<file path="config.mk">
export PLATFORM = sky130hd
export DESIGN_NAME = hpdcache_fence_seq
export DESIGN_NICKNAME = d
export VERILOG_FILES = /design/src/rtl/hpdcache_fence_seq.sv
export SDC_FILE = /design/constraint.sdc
export NUM_CORES = 1
export LEC_CHECK = 0
export ABC_AREA = 1
export CAP_MARGIN = 0
export CORE_ASPECT_RATIO = 0.9
export CORE_MARGIN = 4
export CORE_UTILIZATION = 45
export DETAILED_ROUTE_END_ITERATION = 10
export GPL_TIMING_DRIVEN = 0
export PLACE_DENSITY_LB_ADDON = 0.08
export RECOVER_POWER = 100
export SYNTH_ARGS = -nofsm -noshare
export SYNTH_HDL_FRONTEND = slang
export SYNTH_SLANG_ARGS = --single-unit
</file>
<file path="constraint.sdc">
create_clock -name clk_i -period 2 [get_ports clk_i]
set_input_delay 0.5 -clock clk_i [delete_from_list [all_inputs] [get_ports clk_i]]
set_output_delay 0.5 -clock clk_i [all_outputs]
set_load 0.01 [all_outputs]
</file>
<file path="src/rtl/hpdcache_fence_seq.sv">
// Fence sequencer: drains the store buffer, then optionally issues FLUSH and INVAL
// maintenance commands to the cache before acknowledging the fence.
module hpdcache_fence_seq #(
   parameter bit          FlushOnFence      = 1'b1,
   parameter bit          InvalidateOnFlush = 1'b0,
   parameter int unsigned TimeoutCycles     = 1024
) (
   input  logic        clk_i,
   input  logic        rst_ni,
   input  logic        fence_req_i,
   input  logic        fence_i_i,
   input  logic        sb_empty_i,
   output logic        cmd_valid_o,
   output logic        cmd_op_o,
   input  logic        cmd_ready_i,
   input  logic        cmd_done_i,
   output logic        fence_ack_o,
   output logic        err_o,
   output logic        busy_o,
   output logic [15:0] flush_cnt_o
);

   typedef enum logic [2:0] {
      IDLE, DRAIN, FLUSH_REQ, FLUSH_WAIT, INV_REQ, INV_WAIT, ACK
   } state_e;

   localparam logic [15:0] WdgLast = 16'(TimeoutCycles - 1);

   state_e      state_q, state_d;
   logic [15:0] wdg_q, wdg_d;
   logic [15:0] flush_cnt_q, flush_cnt_d;
   logic        is_fencei_q, is_fencei_d;
   logic        err_q, err_d;
   logic        wdg_exp;
   logic        wdg_run;

   assign wdg_exp = (wdg_q == WdgLast);
   assign wdg_run = (state_q == DRAIN) || (state_q == FLUSH_WAIT) || (state_q == INV_WAIT);

   always_comb begin
      state_d     = state_q;
      is_fencei_d = is_fencei_q;
      flush_cnt_d = flush_cnt_q;
      err_d       = 1'b0;
      case (state_q)
         IDLE: begin
            if (fence_req_i) begin
               is_fencei_d = fence_i_i;
               state_d     = DRAIN;
            end
         end
         // Normal exits are tested before the watchdog so they win a tie.
         DRAIN: begin
            if (sb_empty_i) begin
               state_d = (FlushOnFence || is_fencei_q) ? FLUSH_REQ : ACK;
            end else if (wdg_exp) begin
               state_d = ACK;
               err_d   = 1'b1;
            end
         end
         FLUSH_REQ: begin
            if (cmd_ready_i) begin
               state_d = FLUSH_WAIT;
               if (flush_cnt_q != 16'hFFFF) flush_cnt_d = flush_cnt_q + 16'd1;
            end
         end
         FLUSH_WAIT: begin
            if (cmd_done_i) begin
               state_d = InvalidateOnFlush ? INV_REQ : ACK;
            end else if (wdg_exp) begin
               state_d = ACK;
               err_d   = 1'b1;
            end
         end
         INV_REQ: begin
            if (cmd_ready_i) state_d = INV_WAIT;
         end
         INV_WAIT: begin
            if (cmd_done_i) begin
               state_d = ACK;
            end else if (wdg_exp) begin
               state_d = ACK;
               err_d   = 1'b1;
            end
         end
         ACK:     state_d = IDLE;
         default: state_d = IDLE;
      endcase

      wdg_d = 16'd0;
      if ((state_d == state_q) && wdg_run) wdg_d = wdg_q + 16'd1;
   end

   always_ff @(posedge clk_i) begin
      if (!rst_ni) begin
         state_q     <= IDLE;
         wdg_q       <= 16'd0;
         flush_cnt_q <= 16'd0;
         is_fencei_q <= 1'b0;
         err_q       <= 1'b0;
      end else begin
         state_q     <= state_d;
         wdg_q       <= wdg_d;
         flush_cnt_q <= flush_cnt_d;
         is_fencei_q <= is_fencei_d;
         err_q       <= err_d;
      end
   end

   // Outputs come only from registers so inputs never reach them combinationally.
   assign cmd_valid_o = (state_q == FLUSH_REQ) || (state_q == INV_REQ);
   assign cmd_op_o    = (state_q == INV_REQ);
   assign fence_ack_o = (state_q == ACK);
   assign err_o       = err_q;
   assign busy_o      = (state_q != IDLE);
   assign flush_cnt_o = flush_cnt_q;

endmodule

</file>
# Word level (Yosys, flattened, before mapping)
# Index checks and enable logic that the tools add are counted.
# classes
n_addsub	2
eq_ne	9
n_mux	11
n_reduce_logical	9
# ops
op	count
$add 16x1->16 const B	2
$mux 3	6
$eq 16x10->1 const B	1
$ne 16x16->1 const B	1
$pmux 3 s5	1
$eq 3x3->1 const B	3
$eq 3x2->1 const B	2
$eq 3x1->1 const B	1
$eq 3x3->1	1
$logic_not 3->1	1
$logic_or 1x1->1	3
$mux 1	3
$reduce_and 3->1	1
$reduce_bool 3->1	1
$pmux 1 s2	1
$reduce_and 2->1	1
$reduce_or 2->1	1
$logic_and 1x1->1	1
# word_totals
reg_bits	36
in_bits	7
output_inout_bits	21

# Logic depth before layout (Yosys ltp)
# depth
word_depth	7
ltp_mapped	10
ltp_nobuf	10

# Worst setup path before layout
# OpenSTA, ideal clock, no wires.
# synth_timing
path_type	reg2reg
start	register flush_cnt_q[0] (netlist: flush_cnt_o[0])
end	register flush_cnt_q[13] (netlist: flush_cnt_o[13])
t_arrival_ps	1423
required_ps	1877
setup_slack_ps	454
path_stages_with_launch	10
path_buffers	1
cell_sequence	dfxtp_1 -> ha_1 -> nand3_2 -> nor2_4 -> nand4_4 -> nand2_4 -> inv_2 -> buf_6 -> nand2_1 -> a21oi_2
# synth_via
elab_chain_cells	2
word_cells_on_any_way	3
# synth_rtl
item	line	source
from (decl)	31	logic [15:0] flush_cnt_q, flush_cnt_d;
from (signal assigned)	104	flush_cnt_q <= flush_cnt_d;
parallel branches: the longest is 2 deep, another holds $add 16x1->16	-	
# Several ways; the timed one is not identified.
# A chain may end at the register's enable or synchronous reset.

# Worst setup path after layout
# layout_timing
start	register state_q[2]
end	output port fence_ack_o
# layout_via
elab_chain_cells	1
# layout_rtl
item	line	source
from (decl)	29	state_e state_q, state_d;
from (signal assigned)	102	state_q <= state_d;
$eq 3x3->1	113	assign fence_ack_o = (state_q == ACK);
to (decl)	17	output logic fence_ack_o,
# Every way passes these cells.

==> reports/qor.txt <==
Fin. Hold Viols - 0
Slowest cell on crit path - clkdlybuf4s50_1
Bufs and invs on worst path - 1
min Tclk post-route - 1.92 ns
WS Path Type - flip-flop to primary output
Final Cell Area - 0.00239 mm2
GP Congestion - 0.839
commonest non-fill, non-tap cells in the layout - 67 x nand2_1, 44 x nor2_1, 34 x dfxtp_1
Hold Crit Start - wdg_q[0]
# DRC - 0
CP max stage delay - 0.55 ns
Yosys top cell by area - dfxtp_1
vias per cell - 4.80
setup bufs post-CTS - 0
Routed Wire Length - 4.38 mm
R2R cell count - 9
pre-CTS WS - 0.128 ns
crit end category - primary output
die area - 0.00551 mm2
Seq/Total Area, Yosys - 36.5%
Post-Route Skew - 0.0101 ns
n_diodes - 0
measured slew at the worst slew-check pin - 0.452 ns
largest buffer count on any clock path - 2
Final WS setup - 0.0795 ns
hpwl dp - 3.20 mm
dpl cell area - 0.00230 mm2
vias - 1800
layer with the highest usage - met2
global-route wire length before repair - 7.67 mm
Power Density - 657 mW/mm2
met2 Use GR - 26.3%
RSZ-0062 raised after global routing - no
Clock Tree Root - clkbuf_8
Finished Layout Cells - 375
TritonCTS Sinks - 36
required time at the worst-slack endpoint - 1.50 ns
YS warnings - 0
DP Cell Count - 367
ranking of synthesized cells by area - dfxtp_1 37%, nand2_1 13%, nor2_1 8.4%
Worst Path Arrival - 1.42 ns
area share of the largest cell type after synthesis - 36.5%
met1 Use GR - 23.8%
Setup TNS - 0 ns
CP delay by family, top - buffers and inverters
Antenna Violating Nets Remaining - 0
vias in the first global route - 1748
worst hold path type - flip-flop to flip-flop
Pleak - 0.935 nW
GRT Total Usage - 17.4%
initial core utilization - 47.5%
PortBufs - 25
crit-path max FO - 5
clock buffer count from CTS - 5
most common cell after layout, fill and taps aside - nand2_1
largest net degree at the start of global routing - 12
Fillers - 417
DR pass1 iterations - 4
outcome - finished, final reports clean
clk_lat worst skew - 0.29 ns
area delta synth->final - 21.0%
Detailed Route Iter0 Violations - 84
IO Count - 28
WL per Instance - 11.7 um
Reg clk slew, reported paths - 0.08 ns
met3 Use GR - 3.94%
total congestion overflow - 0
CTS tree - yes
Hold Path Cell Cnt - 1
Mapped Nets - 291
Peak Freq - 521 MHz
die height - 70.8 um
#FFs+latches synth - 36
Cell variety after synth - 29
row count - 22
synthesized area - 0.00197 mm2
Mapped Cells - 282
Hold-fix buffers, CTS - 0
H-tree levels - 2
r2r setup slk - 0.21 ns
Reg-to-Reg Start - flush_cnt_o[0]
Peak supply drop - 438 uV
CP Cell Sequence - nand2_1 > nor2_1 > clkdlybuf4s50_1
core region area - 0.00416 mm2
worst reg2reg path endpoint - flush_cnt_o[14]
period utilization - 96.0%
syn_area_per_cell - 7.00 um2
# setup viols final - 0
max-cap viol count - 0
relative slew slack - 69.9%
Pins Over Slew Limit - 0
number of antenna violations at the first check in global routing - 0
Worst setup SP type - flip-flop
die width - 77.8 um
layout cells sized above 1 - 11.4%
# nets final - 323
hold path endpoint - wdg_q[0]
[timing repair]
action / CTS / global route
gates resized for setup: 1 / 4
endpoints found under the hold margin: 0 / 0
setup endpoints to repair: 1 / 3
[routing by layer]
metal  routed length [um]  share of wire, %
met5                    0                 0
met4                   76               1.7
met3                  207               4.7
met2                 1780                41
met1                 2310                53
[kinds of logic after synthesis]
kind of cell             after synthesis  share of synthesized area [%]
AND/OR/NAND/NOR                      161                           37.1
buffers and inverters                 38                           8.87
flip-flops                            36                           36.5
AO/OA/AOI/OAI                         29                           9.13
XOR/XNOR                              16                           7.10
adder cells (fa/ha/maj)                2                           1.27
[worst max-delay path by stage]
stage                               from         endpoint  slack (ns)  depth (start not counted)
final                         state_q[2]      fence_ack_o        0.08                          3
after global routing            wdg_q[0]        wdg_q[12]        0.02                          7
after CTS                     state_q[2]         cmd_op_o        0.01                          3
after detailed placement     cmd_ready_i   flush_cnt_o[2]        0.13                          8
after global placement       cmd_ready_i  flush_cnt_o[14]        0.17                          8
after floorplan           flush_cnt_o[0]  flush_cnt_o[13]        0.45                          9
[worst register-to-register path: stages, from the launching register on]
cell and delay (ns):
dfxtp_1 0.43, ha_1 0.26, nand3_1 0.15, nor2_4 0.18, nand4_1 0.17, nand2_4 0.16
inv_2 0.07, buf_6 0.14, nand2_1 0.06, a21oi_1 0.06
[cell type report]
cell class / count / area, um2 / share of cell area (%)
buffer: 5 / 47.5 / 1.99
clock buffer: 7 / 96.3 / 4.03
clock inverter: 1 / 30.0 / 1.26
inverter: 33 / 124 / 5.19
multi-input combinational: 208 / 1040 / 43.7
sequential: 36 / 723 / 30.3
tap: 60 / 75.1 / 3.14
timing repair buffer: 25 / 249 / 10.4
[flip-flops by register name, summed over array words and instances (netlist names)]
| register | count |
|---|---|
| err_o | 1 |
| flush_cnt_o | 16 |
| state_q | 3 |
| wdg_q | 16 |
[power breakdown]
| group | total [mW] | switching, mW | leakage (nW) | internal (mW) |
|---|---|---|---|---|
| logic | 0.118 | 0.0696 | 0.579 | 0.0489 |
| registers | 0.736 | 0.00992 | 0.291 | 0.726 |
| clock network | 0.714 | 0.274 | 0.0645 | 0.440 |
| total | 1.57 | 0.353 | 0.935 | 1.21 |
[cell usage after synthesis (all sizes together)]
library cell,instances
a21oi,18
a31oi,1
a32oi,1
and2,1
buf,4
clkbuf,1
dfxtp,36
ha,2
inv,33
nand2,74
nand3,22
nand4,4
nor2,48
nor3,8
nor4,1
o21ai,9
or2,3
xnor2,3
xor2,13
[through the flow]
step | total power, mW | util (%) | hold WS (ns)
floorplan | 0.827 | - | 0.417
detailed placement | 0.872 | 55.3 | 0.439
global placement | 0.872 | 55.3 | 0.429
finish | 1.57 | 57.5 | 0.452
CTS | 1.58 | 58.3 | 0.449
global route | 1.63 | 57.5 | 0.480
Power figures use the tool's default switching activity.
